`config.mk`:
```
export PLATFORM = sky130hd
export DESIGN_NAME = regfile_dump_reader
export DESIGN_NICKNAME = d
export VERILOG_FILES = /design/src/rtl/regfile_dump_pkg.sv /design/src/rtl/dump_xor_accum.sv /design/src/rtl/regfile_dump_reader.sv
export SDC_FILE = /design/constraint.sdc
export NUM_CORES = 1
export LEC_CHECK = 0
export ABC_AREA = 1
export CAP_MARGIN = 0
export CORE_MARGIN = 2
export CORE_UTILIZATION = 43
export CTS_BUF_LIST = sky130_fd_sc_hd__clkbuf_4 sky130_fd_sc_hd__clkbuf_8
export DETAILED_ROUTE_END_ITERATION = 16
export PLACE_DENSITY = 0.87
export RECOVER_POWER = 25
export SLEW_MARGIN = 20
export SYNTH_ARGS = -nofsm -noshare
export SYNTH_HDL_FRONTEND = slang
export SYNTH_SLANG_ARGS = --single-unit
```
`constraint.sdc`:
```
create_clock -name in_clk -period 1.6 [get_ports in_clk]
set_input_delay 0.32 -clock in_clk [delete_from_list [all_inputs] [get_ports in_clk]]
set_output_delay 0.32 -clock in_clk [all_outputs]
set_load 0.02 [all_outputs]
```
`src/rtl/regfile_dump_pkg.sv`:
```
// Shared types and constants for the Mini-SRC register file dump reader.
package regfile_dump_pkg;

  localparam int REG_COUNT   = 16;
  localparam int DUMP_DATA_W = 32;
  localparam int DUMP_SEL_W  = 4;

  // SELECT/SEND alternate per word. CSUM is reachable only when the
  // checksum build option is enabled.
  typedef enum logic [2:0] {
    S_IDLE   = 3'd0,
    S_SELECT = 3'd1,
    S_SEND   = 3'd2,
    S_CSUM   = 3'd3,
    S_DONE   = 3'd4
  } dump_state_t;

  // Next register number. The 4-bit result wraps R15 -> R0, which is what
  // lets a range with first > last walk through the top of the file.
  function automatic logic [DUMP_SEL_W-1:0] wrap_inc(input logic [DUMP_SEL_W-1:0] v);
    return v + DUMP_SEL_W'(1);
  endfunction

endpackage

```
`src/rtl/dump_xor_accum.sv`:
```
// Running 32-bit XOR of streamed register words. A clear wins over an
// accumulate in the same cycle so a new dump always starts from zero.
module dump_xor_accum #(
  parameter int W = 32
) (
  input  logic         clk_i,
  input  logic         rst_ni,
  input  logic         clr_i,
  input  logic         acc_en_i,
  input  logic [W-1:0] data_i,
  output logic [W-1:0] acc_o
);

  logic [W-1:0] acc_q;
  logic [W-1:0] acc_d;

  // Next accumulator value: clear, fold in a word, or hold.
  always_comb begin
    acc_d = acc_q;
    if (clr_i) begin
      acc_d = '0;
    end else if (acc_en_i) begin
      acc_d = acc_q ^ data_i;
    end
  end

  // Accumulator register.
  always_ff @(posedge clk_i or negedge rst_ni) begin
    if (!rst_ni) begin
      acc_q <= '0;
    end else begin
      acc_q <= acc_d;
    end
  end

  assign acc_o = acc_q;

endmodule

```
`src/rtl/regfile_dump_reader.sv`:
```
// Sequential read-out engine for the 16x32 Mini-SRC register file.
// On in_start it walks the inclusive range first..last (4-bit wrap) through
// the file's A-select port and streams one word per register.
//
// Handshake: out_data/out_index/out_last are meaningful while out_valid=1 and
// stay stable until a rising edge sees out_valid & in_ready; that edge
// transfers the word. out_valid never drops without a transfer.
//
// Build option: define REGDUMP_CHECKSUM_EN to append an XOR checksum word
// (out_index=0, out_last=1) after the last register word.
module regfile_dump_reader
  import regfile_dump_pkg::*;
#(
  parameter int DATA_W = DUMP_DATA_W,
  parameter int SEL_W  = DUMP_SEL_W
) (
  input  logic              in_clk,
  input  logic              in_clr,
  input  logic              in_start,
  input  logic [SEL_W-1:0]  in_first_reg,
  input  logic [SEL_W-1:0]  in_last_reg,
  output logic [SEL_W-1:0]  out_Aselect,
  output logic              out_BAout,
  input  logic [DATA_W-1:0] in_Adata,
  output logic [DATA_W-1:0] out_data,
  output logic [SEL_W-1:0]  out_index,
  output logic              out_valid,
  input  logic              in_ready,
  output logic              out_last,
  output logic              out_busy,
  output logic              out_done,
  output logic [2:0]        out_dbg_state
);

  dump_state_t       state_q, state_d;
  logic [SEL_W-1:0]  sel_q, sel_d;
  logic [SEL_W-1:0]  idx_q, idx_d;
  logic [SEL_W-1:0]  last_reg_q, last_reg_d;
  logic [DATA_W-1:0] data_q, data_d;
  logic              valid_q, valid_d;
  logic              lastf_q, lastf_d;
  logic              done_q, done_d;

`ifdef REGDUMP_CHECKSUM_EN
  logic              csum_clr;
  logic              csum_en;
  logic [DATA_W-1:0] csum_val;

  dump_xor_accum #(
    .W (DATA_W)
  ) u_csum (
    .clk_i    (in_clk),
    .rst_ni   (in_clr),
    .clr_i    (csum_clr),
    .acc_en_i (csum_en),
    .data_i   (in_Adata),
    .acc_o    (csum_val)
  );
`endif

  // Next-state and datapath control for the dump walk.
  always_comb begin
    state_d    = state_q;
    sel_d      = sel_q;
    idx_d      = idx_q;
    last_reg_d = last_reg_q;
    data_d     = data_q;
    valid_d    = valid_q;
    lastf_d    = lastf_q;
    done_d     = 1'b0;
`ifdef REGDUMP_CHECKSUM_EN
    csum_clr   = 1'b0;
    csum_en    = 1'b0;
`endif
    case (state_q)
      S_IDLE: begin
        if (in_start) begin
          last_reg_d = in_last_reg;
          sel_d      = in_first_reg;
          idx_d      = in_first_reg;
          state_d    = S_SELECT;
`ifdef REGDUMP_CHECKSUM_EN
          csum_clr   = 1'b1;
`endif
        end
      end

      // A-select has settled for a full cycle; capture the live value.
      S_SELECT: begin
        data_d  = in_Adata;
        valid_d = 1'b1;
`ifdef REGDUMP_CHECKSUM_EN
        lastf_d = 1'b0;
        csum_en = 1'b1;
`else
        lastf_d = (idx_q == last_reg_q);
`endif
        state_d = S_SEND;
      end

      S_SEND: begin
        if (valid_q && in_ready) begin
          valid_d = 1'b0;
          lastf_d = 1'b0;
          if (idx_q == last_reg_q) begin
`ifdef REGDUMP_CHECKSUM_EN
            state_d = S_CSUM;
`else
            done_d  = 1'b1;
            state_d = S_DONE;
`endif
          end else begin
            idx_d   = SEL_W'(wrap_inc(idx_q));
            sel_d   = SEL_W'(wrap_inc(idx_q));
            state_d = S_SELECT;
          end
        end
      end

`ifdef REGDUMP_CHECKSUM_EN
      // First cycle loads the finished checksum (the last register word was
      // folded in at its capture edge); then it is held like any other word.
      S_CSUM: begin
        if (!valid_q) begin
          data_d  = csum_val;
          idx_d   = '0;
          lastf_d = 1'b1;
          valid_d = 1'b1;
        end else if (in_ready) begin
          valid_d = 1'b0;
          lastf_d = 1'b0;
          done_d  = 1'b1;
          state_d = S_DONE;
        end
      end
`endif

      S_DONE: begin
        state_d = S_IDLE;
      end

      default: begin
        state_d = S_IDLE;
      end
    endcase
  end

  // State and output registers; reset aborts any dump in progress.
  always_ff @(posedge in_clk or negedge in_clr) begin
    if (!in_clr) begin
      state_q    <= S_IDLE;
      sel_q      <= '0;
      idx_q      <= '0;
      last_reg_q <= '0;
      data_q     <= '0;
      valid_q    <= 1'b0;
      lastf_q    <= 1'b0;
      done_q     <= 1'b0;
    end else begin
      state_q    <= state_d;
      sel_q      <= sel_d;
      idx_q      <= idx_d;
      last_reg_q <= last_reg_d;
      data_q     <= data_d;
      valid_q    <= valid_d;
      lastf_q    <= lastf_d;
      done_q     <= done_d;
    end
  end

  assign out_Aselect   = sel_q;
  assign out_BAout     = 1'b0;
  assign out_data      = data_q;
  assign out_index     = idx_q;
  assign out_valid     = valid_q;
  assign out_last      = lastf_q;
  assign out_busy      = (state_q != S_IDLE);
  assign out_done      = done_q;
  assign out_dbg_state = state_q;

endmodule

```
# Word level (Yosys, flattened, before mapping)
# Cells that the tools add are included.
[word_totals]
ff_bits = 46
inputBits = 44
elab_cells = 37
output_inout_bits = 48
[op_classes]
n_reduce_logical = 9
muxes = 14
n_eq_ne = 6
addsub = 1
[ops]
columns = ["cell", "n"]
rows = [
  ["two-way mux 4 bit", 3],
  ["two-way mux 3 bit", 3],
  ["case mux 3 bit (3 select lines)", 1],
  ["case mux 4 bit (2 select lines)", 1],
  ["inequality test 2 bit (second input constant)", 3],
  ["AND reduction 2 bit", 3],
  ["adder 4 x 1 -> 4 bit (second input constant)", 1],
  ["equality test 4 bit", 1],
  ["two-way mux 1 bit", 4],
  ["case mux 1 bit (2 select lines)", 2],
  ["AND reduction 4 bit", 1],
  ["nonzero test 2 bit", 2],
  ["equality test 3 x 1 -> 1 bit (second input constant)", 1],
  ["equality test 3 x 2 -> 1 bit (second input constant)", 1],
  ["zero test 3 bit", 1],
  ["nonzero test 3 bit", 1],
  ["logical AND 1 bit", 1],
]

# Logic depth before layout (Yosys ltp)
# Gate-level depths: netlist (run 1).
[logic_depth]
depth_word = 4
ltp_mapped = 8
ltp_nobuf = 8

# Worst setup path after synthesis (run 1)
# No wires, ideal clock.
[synth_path]
path_kind = "register -> register"
from = "register state_q[0], in the netlist out_dbg_state[0]"
to = "register data_q[0], in the netlist out_data[0]"
synth_period_minus_slack_ns = 1.342
setup_time_ns = 0.125
n_path_buf = 1
path_stages_with_launch = 6
arrival_time_ns = 1.217
path_slack_ns = 0.258
t_required_ns = 1.475
path_cell_list = "dfrtp_1 > inv_1 > nor2_4 > nand2_4 > buf_12 > mux2_4"
[synth_between]
elab_chain_cells = 1
[synth_rtl]
columns = ["item", "line_no", "rtl"]
rows = [
  ["start: declaration", "regfile_dump_reader.sv:35", "dump_state_t state_q, state_d;"],
  ["start signal: assignment", "regfile_dump_reader.sv:160", "state_q <= state_d;"],
  ["equality test 3 x 1 -> 1 bit", "regfile_dump_reader.sv:75", "case (state_q)"],
  ["end signal: assignment", "regfile_dump_reader.sv:164", "data_q <= data_d;"],
  ["end: declaration", "regfile_dump_reader.sv:39", "logic [DATA_W-1:0] data_q, data_d;"],
]
# Every way passes these cells.
# A chain may end at the register's enable or synchronous reset.

# Final worst setup path (run 1)
[layout_path]
from = "register data_q[1], in the netlist out_data[1]"
to = "output out_data[1]"
[layout_rtl]
columns = ["item", "line_no", "rtl"]
rows = [
  ["end: declaration", "regfile_dump_reader.sv:25", "output logic [DATA_W-1:0] out_data,"],
]
# No word-level cell between the ends.

==> results of run 1 <==
[worst reg2reg max path: stages (launching register included)]
cell and delay (ns):
dfrtp_1 0.43, nor2_2 0.12, buf_4 0.13, nand2_2 0.11
inv_2 0.16, nand2_4 0.08, nand2_4 0.09, nand2_4 0.07
nand2_1 0.07, nand2_1 0.06
[power by group]
part | internal, mW | switching, mW | leakage (nW) | total, mW
sequential | 1.73 | 0.344 | 0.543 | 2.08
combinational | 2.02 | 1.90 | 1.23 | 3.93
clock | 0.501 | 0.358 | 0.0593 | 0.859
total | 4.26 | 2.61 | 1.83 | 6.86
[registers in the layout (all words and copies together) (netlist names)]
register       count
last_reg_q         4
out_data          32
out_dbg_state      3
out_done           1
out_index          4
out_last           1
out_valid          1
[layout by cell type, fill, tap and decap left out, drive strengths merged, types with 4 or more instances in the layout]
| cell type | count |
|---|---|
| clkdlybuf4s50 | 47 |
| dfrtp | 46 |
| nand2 | 38 |
| mux2 | 32 |
| dlymetal6s2s | 28 |
| dlygate4sd2 | 13 |
| inv | 13 |
| nor2 | 10 |
| nand3 | 9 |
| clkbuf | 9 |
| buf | 7 |
| o21ai | 4 |
| a21oi | 4 |
[kinds of logic after synthesis]
group | Yosys count | share of synthesized area
mux | 32 | 0.217
flops | 46 | 0.545
fa+ha+maj | 1 | 0.00592
buf+inv | 21 | 0.0651
xor+xnor | 1 | 0.00415
compound gates | 8 | 0.0189
simple gates | 58 | 0.143
other cells | 1 | 0.00177
[final cells by class]
| type | count | area, sq um | share of cell area |
|---|---|---|---|
| tap | 67 | 83.8 | 0.0257 |
| clock inverter | 1 | 30.0 | 0.00919 |
| timing repair buffer | 99 | 1040 | 0.320 |
| sequential | 46 | 1150 | 0.352 |
| multi-input combinational | 101 | 825 | 0.252 |
| clock buffer | 7 | 83.8 | 0.0257 |
| inverter | 13 | 48.8 | 0.0149 |
[routing by layer]
metal	track usage	routed length [microns]	part of all wire	vias up
met4	0.0465	44	0.0095	0
met5	0	0	0	-
li1	-	-	-	738
met1	0.215	1940	0.42	711
met3	0.0542	428	0.093	6
met2	0.284	2200	0.48	74
[metrics by stage]
stage / cell area [sq um] / worst slack [ns] / hold WS (ns)
after floorplan: 2110 / 0.258 / 0.0244
after global placement: 3100 / 0.160 / 0.310
after detailed placement: 3100 / 0.123 / 0.315
after CTS: 3210 / 0.00303 / 0.513
after global routing: 3270 / 0.00253 / 0.519
final: 3270 / 0.0362 / 0.506
[timing repair]
| action | 4_1_cts | 5_1_grt |
|---|---|---|
| setup buffers | 0 | 0 |
| resized for setup | 14 | 29 |
| hold buffers | 1 | 0 |
| setup endpoints to repair | 14 | 29 |
| hold endpoints to repair | 11 | 0 |
[worst max path at each step]
stage / startpoint / slack (ns) / to
final: out_data[1] / 0.04 / out_data[1]
after global routing: out_data[1] / 0.003 / out_data[1]
after CTS: out_data[16] / 0.003 / out_data[16]
after detailed placement: out_dbg_state[2] / 0.12 / out_busy
after global placement: out_dbg_state[2] / 0.16 / out_busy
after floorplan: out_dbg_state[0] / 0.26 / out_data[0]
==> impl_metrics.csv, run 1 <==
group,metric,value,unit
status,outcome,"finished, final reports clean",
logic_synthesis,synth_flop_cell,"dfrtp_1",
sta,maxSlewHeadroom,0.665,
logic_synthesis,yosys-top-cells-count,"dfrtp_1 (46), nand2_1 (33), mux2_4 (26)",
setup_path,critPathMaxFanout,2,
setup_path,critical-path-max-stage-delay,0.60,ns
global_route,grt_remaining_overflow,0,
setup_path,r2r_cells,9,
setup_path,path_cells,"clkdlybuf4s50_1",
final_layout,fin_nets,311,
floorplanning,ios,92,
clock_tree,cts_htree_levels,2,
floorplanning,row_count,25,
clock_tree,clk_transition_reported_paths,0.08,ns
global_route,grt_max_degree,27,
floorplanning,die_y,74.1,microns
detailed_routing,drc,0,
setup_path,endpoint_kind,"output pin",
setup_path,required,1.28,ns
hold_path,hold_end,"out_data[8]",
floorplanning,start_util,0.447,
logic_synthesis,yosysMostFrequentCell,"dfrtp_1",
logic_synthesis,synthArstFlopShare,1.00,
setup_path,r2r_end,"out_index[1]",
final_layout,final_util,0.692,
clock_tree,clk_latency,0.29,ns
place,dpl.cell_count,325,
detailed_routing,drt_iter0_markers,27,
final_layout,instances_no_fill,334,
hold_path,hold_depth,1,
detailed_routing,vias_per_cell,4.58,
setup_path,r2r_slack,0.17,ns
clock_tree,cts.sinks,46,
logic_synthesis,synth_top_area_frac,0.545,
hold_path,worstHoldStart,"out_data[8]",
power,vdd_drop_max,1.27,mV
setup_path,startpoint_type,"flop",
clock_tree,cts_buffers,5,
hold_path,hp-class,"reg -> reg",
global_route,grt_usage,0.170,
power,total_leakage_power,1.83,nW
sta,grt_setup_unrepaired,"no",
logic_synthesis,synth-seq-cells,46,
logic_synthesis,ys_seq_area_frac,0.545,
sta,finalSetupTns,0,ns
sta,max_freq,639,MHz
job,drv_cap,0,
setup_path,path_depth,1,
final_layout,area_delta_synth_final,54.6,%
setup_path,critPathTopFamily,"buffers and inverters",
logic_synthesis,synth_area_per_cell,12.6,sq um
sta,hold_violations,0,
logic_synthesis,synth-warning-count,0,
logic_synthesis,synth_edf_count,0,
detailed_routing,drt_pass1_iterations,4,
place,hpwl,3.49,mm
floorplanning,dieArea,5490,sq um
setup_path,crit_arrival,1.24,ns
global_route,antenna_found_initial,0,
sta,tightest_slew,0.503,ns
power,p_per_area,2100,nW/um^2
detailed_routing,antenna_left,0,
sta,finalMaxSlewViolations,0,
floorplanning,die_w,74.1,microns
sta,final.min_clock_period,1.56,ns
detailed_routing,via_count,1529,
logic_synthesis,syn-num-nets,213,
place,place_congestion,0.862,
global_route,grt_pass1_wl,7.09,mm
setup_path,path_buf_inv,1,
detailed_routing,post_drt_wl_per_cell,13.8,microns
setup_path,critical-path-slowest-cell,"clkdlybuf4s50_1",
floorplanning,core-area,4720,sq um
final_layout,fillers,341,
setup_path,critical_path_class,"reg -> out",
final_layout,drive_above_1_share,0.228,
final_layout,antennaDiodeCount,0,
logic_synthesis,yosysTopAreaCell,"dfrtp_1",
sta,period_share,0.977,
power,power,6.86,mW
place,io_buffers,90,
clock_tree,cts_tree,"yes",
sta,skew,0.00369,ns
logic_synthesis,syn_area,2110,sq um
sta,setup_viol,0,
logic_synthesis,ys_types,23,
logic_synthesis,netlist_instances,168,
detailed_routing,wl,4.61,mm
setup_path,r2r-start,"out_dbg_state[2]",
clock_tree,clockBufferDepth,2,
logic_synthesis,synth_area_leaders,"dfrtp_1 (54%), mux2_4 (18%), nand2_1 (5.9%)",
clock_tree,root_buffer,"clkbuf_8",
global_route,grt_pass1_vias,1570,
(Power assumes the default switching activity.)
==> run 2: changes to the inputs <==
- CORE_UTILIZATION: 43 -> 30
- PLACE_DENSITY: 0.87 -> 0.65
==> impl_metrics.csv, run 2 (same netlist as run 1, synthesis figures left out) <==
group,metric,value,unit
status,outcome,"finished, final reports clean",
global_route,grt_pass1_wl,7.16,mm
final_layout,mostFrequentLayoutCells,"dfrtp_1 (46), clkdlybuf4s50_1 (42), nand2_1 (33), dlygate4sd2_1 (28), mux2_4 (26)",
floorplanning,ios,92,
global_route,antenna_found_initial,0,
hold_path,hp-class,"reg -> reg",
power,total_leakage_power,1.77,nW
sta,final.min_clock_period,1.51,ns
global_route,grt_usage,0.119,
power,pwr-share-seq,0.297,
clock_tree,cts_htree_levels,2,
setup_path,endpoint_kind,"output pin",
clock_tree,cts_buffers,5,
power,vdd_drop_max,1.32,mV
power,p_switching,2.61,mW
sta,tightest_slew,0.644,ns
sta,finalMaxSlewViolations,0,
power,combPwrFrac,0.549,
power,p_per_area,2100,nW/um^2
power,p_int,4.31,mW
power,pwr-share-clk,0.154,
detailed_routing,drt_pass1_iterations,4,
detailed_routing,via_count,1514,
floorplanning,row_count,30,
power,swShare,0.377,
global_route,grt_max_degree,27,
final_layout,largest_register_ffs,32,
setup_path,critical-path-max-stage-delay,0.44,ns
detailed_routing,antenna_left,0,
floorplanning,dieArea,7730,sq um
final_layout,final_util,0.484,
sta,skew,0.00596,ns
place,io_buffers,90,
sta,maxSlewHeadroom,0.571,
global_route,grt_pass1_vias,1492,
clock_tree,cts_tree,"yes",
setup_path,path_cells,"nor2_2 > nand2_1 > clkdlybuf4s15_1",
final_layout,area_delta_synth_final,55.7,%
floorplanning,start_util,0.311,
setup_path,critical_path_class,"reg -> out",
sta,max_freq,663,MHz
sta,hold_violations,0,
final_layout,antennaDiodeCount,0,
global_route,grt_remaining_overflow,0,
clock_tree,root_buffer,"clkbuf_8",
sta,hold_slack,0.508,ns
sta,setup_viol,0,
setup_path,startpoint_type,"flop",
detailed_routing,vias_per_cell,4.16,
place,place_congestion,0.801,
clock_tree,clk_latency,0.30,ns
job,drv_cap,0,
setup_path,critPathTopFamily,"flip-flops",
clock_tree,clockBufferDepth,2,
detailed_routing,wl,4.59,mm
final_layout,fin_nets,312,
detailed_routing,post_drt_wl_per_cell,12.6,microns
clock_tree,cts.sinks,46,
sta,finalSetupTns,0,ns
floorplanning,core-area,6790,sq um
clock_tree,clk_transition_reported_paths,0.09,ns
place,hpwl,3.38,mm
setup_path,critPathMaxFanout,3,
final_layout,drive_above_1_share,0.231,
detailed_routing,drt_iter0_markers,24,
detailed_routing,drc,0,
setup_path,required,1.28,ns
sta,period_share,0.943,
sta,grt_setup_unrepaired,"no",
setup_path,critical-path-slowest-cell,"dfrtp_1",
floorplanning,die_y,87.9,microns
final_layout,final_common_cell,"dfrtp_1",
setup_path,crit_arrival,1.19,ns
setup_path,path_buf_inv,1,
floorplanning,die_w,87.9,microns
## run 2: cell types whose count changed in the layout (fill, tap and decap cells not counted), sizes merged
cell / before / now
dlygate4sd2: 13 / 28
clkdlybuf4s50: 47 / 42
bufinv: 1 / 2
dlymetal6s2s: 28 / 18
## run 2: final cells by class
class                           count  area [sq um]
Tap cell                           96           120
Sequential cell                    46          1150
Clock buffer                        6          82.6
Inverter                           13          48.8
Timing Repair Buffer              100          1000
Fill cell                         619          3500
Clock inverter                      2          60.1
Multi-Input combinational cell    101           825
## run 2: metrics by stage
stage | std cells | area [sq um] | worst slack, ns | power, mW
after floorplan | 168 | 2110 | 0.258 | 4.62
after global placement | 355 | 3130 | 0.147 | 6.18
after detailed placement | 355 | 3130 | 0.138 | 6.21
after CTS | 364 | 3250 | 0.000100 | 7.05
after global routing | 364 | 3290 | 0.0201 | 7.34
final | 364 | 3290 | 0.0915 | 6.92
## run 2: final timing paths
path / from / to / slack, ns / cells after the start
max: out_dbg_state[2] / out_busy / 0.09 / 3
min: out_data[0] / out_data[0] / 0.51 / 1
max reg2reg: out_dbg_state[2] / out_index[3] / 0.25 / 9
min reg2reg: out_data[0] / out_data[0] / 0.51 / 1
max in group asynchronous: in_clr / out_data[3] / 0.48 / 3
min in group asynchronous: in_clr / out_data[31] / 0.65 / 3
## run 2: timing repair
item / CTS / global route
endpoints found under the setup margin: 29 / 19
buffers inserted: 0 / 0
cloned: 0 / 0
hold buffers: 1 / 0
hold endpoints to repair: 20 / 0
resized for setup: 29 / 20
## run 2: power groups by stage
| stage | Combinational (mW) | Clock, mW | Sequential (mW) |
|---|---|---|---|
| 6_report | 3.80 | 1.07 | 2.06 |
| 5_1_grt | 4.07 | 1.15 | 2.13 |
| 4_1_cts | 3.88 | 1.10 | 2.07 |
| 3_5_place_dp | 4.11 | 0 | 2.10 |
| 3_3_place_gp | 4.09 | 0 | 2.08 |
| 2_1_floorplan | 1.90 | 0 | 2.73 |
## run 2: per-layer routing
layer	part of all wire	GRT usage
met5	0	0
met4	0.0078	0.0336
met3	0.083	0.0377
met2	0.44	0.183
met1	0.47	0.162
==> run 3: changes to the inputs <==
- PLACE_DENSITY: 0.65 -> 0.68
- clock period: 1.6 -> 1.22 ns (I/O delays scaled with it)
==> impl_metrics.csv, run 3 (same netlist as run 1, synthesis figures left out) <==
group,metric,value,unit
global_route,grt_pass1_vias,1587,
sta,period_share,1.07,
setup_path,critPathTopFamily,"flip-flops",
floorplanning,die_w,87.9,microns
status,outcome,"finished, violations left",
sta,maxSlewHeadroom,0.572,
place,hpwl,3.40,mm
setup_path,critical_path_class,"reg -> out",
setup_path,required,0.98,ns
power,total_leakage_power,1.72,nW
global_route,grt_usage,0.128,
place,post-place-ws,-0.145,ns
sta,hold_violations,0,
setup_path,path_cells,"nor2_2 > nand2_1 > buf_6",
clock_tree,cts_tree,"yes",
detailed_routing,antenna_left,0,
power,power,9.85,mW
setup_path,crit_arrival,1.06,ns
final_layout,final_common_cell,"clkdlybuf4s50_1",
floorplanning,ios,92,
final_layout,ff_latch_area,1160,sq um
job,drv_cap,0,
detailed_routing,post_drt_wl_per_cell,13.1,microns
sta,setup_viol,41,
global_route,grt_remaining_overflow,0,
setup_path,critical-path-max-stage-delay,0.44,ns
power,p_per_area,2850,nW/um^2
detailed_routing,wl,4.98,mm
hold_path,hp-class,"reg -> reg",
clock_tree,root_buffer,"clkbuf_8",
detailed_routing,drc,0,
final_layout,drive_above_1_share,0.488,
clock_tree,cts_htree_levels,2,
sta,tightest_slew,0.642,ns
setup_path,path_buf_inv,1,
place,place_congestion,0.804,
setup_path,endpoint_kind,"output pin",
floorplanning,core-area,6790,sq um
global_route,antenna_found_initial,0,
final_layout,fillers,601,
final_layout,design_area,3450,sq um
setup_path,startpoint_type,"flop",
final_layout,antennaDiodeCount,0,
floorplanning,die_y,87.9,microns
floorplanning,row_count,30,
floorplanning,start_util,0.311,
global_route,grt_pass1_wl,7.67,mm
detailed_routing,drt_pass1_iterations,4,
place,post_dp_cell_area,3220,sq um
sta,skew,0.00571,ns
setup_path,r2r_slack,-0.08,ns
final_layout,area_delta_synth_final,63.4,%
sta,grt_setup_unrepaired,"yes",
clock_tree,clk_transition_reported_paths,0.08,ns
clock_tree,cts_buffers,5,
sta,finalMaxSlewViolations,0,
place,io_buffers,90,
final_layout,fin_nets,330,
sta,max_freq,764,MHz
detailed_routing,via_count,1624,
setup_path,critical-path-slowest-cell,"dfrtp_2",
sta,final.min_clock_period,1.31,ns
final_layout,multi_input_area,880,sq um
final_layout,mostFrequentLayoutCells,"clkdlybuf4s50_1 (42), dfrtp_1 (41), mux2_4 (31), nand2_1 (26), buf_2 (21)",
setup_path,critPathMaxFanout,3,
final_layout,largest_register_ffs,32,
global_route,grt_max_degree,47,
clock_tree,cts.sinks,46,
clock_tree,clockBufferDepth,2,
detailed_routing,drt_iter0_markers,24,
status,violations,"negative setup slack",
detailed_routing,vias_per_cell,4.26,
sta,fin_ws,-0.0881,ns
floorplanning,dieArea,7730,sq um
clock_tree,clk_latency,0.29,ns
power,vdd_drop_max,1.46,mV
-- run 3: cell types whose count changed in the layout (fill, tap and decap cells not counted), sizes merged --
cell           delta
bufinv            -1
clkbuf            +6
clkdlybuf4s15    +13
dlymetal6s2s     -18
buf              +43
dlygate4sd2      -26
-- run 3: cell type report --
cell class / instances / share of cell area
tap: 96 / 0.0348
clock inverter: 1 / 0.00870
sequential: 46 / 0.335
inverter: 13 / 0.0156
multi-input combinational: 101 / 0.255
timing repair buffer: 118 / 0.327
clock buffer: 6 / 0.0239
-- run 3: worst register-to-register path, delay by kind of cell (launching register included) --
kind	cells	cell delay, ns
buffers and inverters	1	0.19
DFF	1	0.44
muxes	1	0.29
and+or+nand+nor	2	0.28
-- run 3: worst paths after layout --
path | start | endpoint | depth (start not counted)
max in group asynchronous | in_clr | out_dbg_state[1] | 3
hold reg to reg | out_data[12] | out_data[12] | 1
min in group asynchronous | in_clr | out_data[22] | 3
hold / removal | out_data[12] | out_data[12] | 1
setup reg to reg | out_dbg_state[2] | out_data[3] | 4
setup / recovery | out_dbg_state[0] | out_busy | 3
-- run 3: timing repair --
action                     4_1_cts  5_1_grt
resized for setup              158       49
gates cloned                     0        3
hold endpoints to repair        46        0
hold buffers                     1        0
setup endpoints to repair       87       73
pin swaps                        3        4
buffers inserted                 6        1
-- run 3: routing by layer --
metal  global-route usage  wire, microns  up-vias
met3               0.0424            401        8
met2                0.198           2260       67
met4               0.0406             49        0
met1                0.169           2270      774
li1                     -              -      775
met5                    0              0        -
-- run 3: power breakdown --
| part | internal (mW) | total, mW | leakage [nW] | switching (mW) |
|---|---|---|---|---|
| registers | 2.29 | 2.73 | 0.537 | 0.440 |
| clock network | 0.656 | 1.16 | 0.0573 | 0.503 |
| logic | 3.17 | 5.97 | 1.13 | 2.79 |
| total | 6.12 | 9.85 | 1.72 | 3.74 |
-- run 3: metrics by stage --
stage          instances  TNS (ns)  utilization  hold slack (ns)
4_1_cts              377     -1.20        0.504            0.467
2_1_floorplan        168     -1.64            -          -0.0516
3_5_place_dp         363     -1.94        0.474            0.252
3_3_place_gp         363     -1.99        0.474            0.249
6_report             381     -2.59        0.508            0.511
5_1_grt              381     -4.62        0.508            0.523
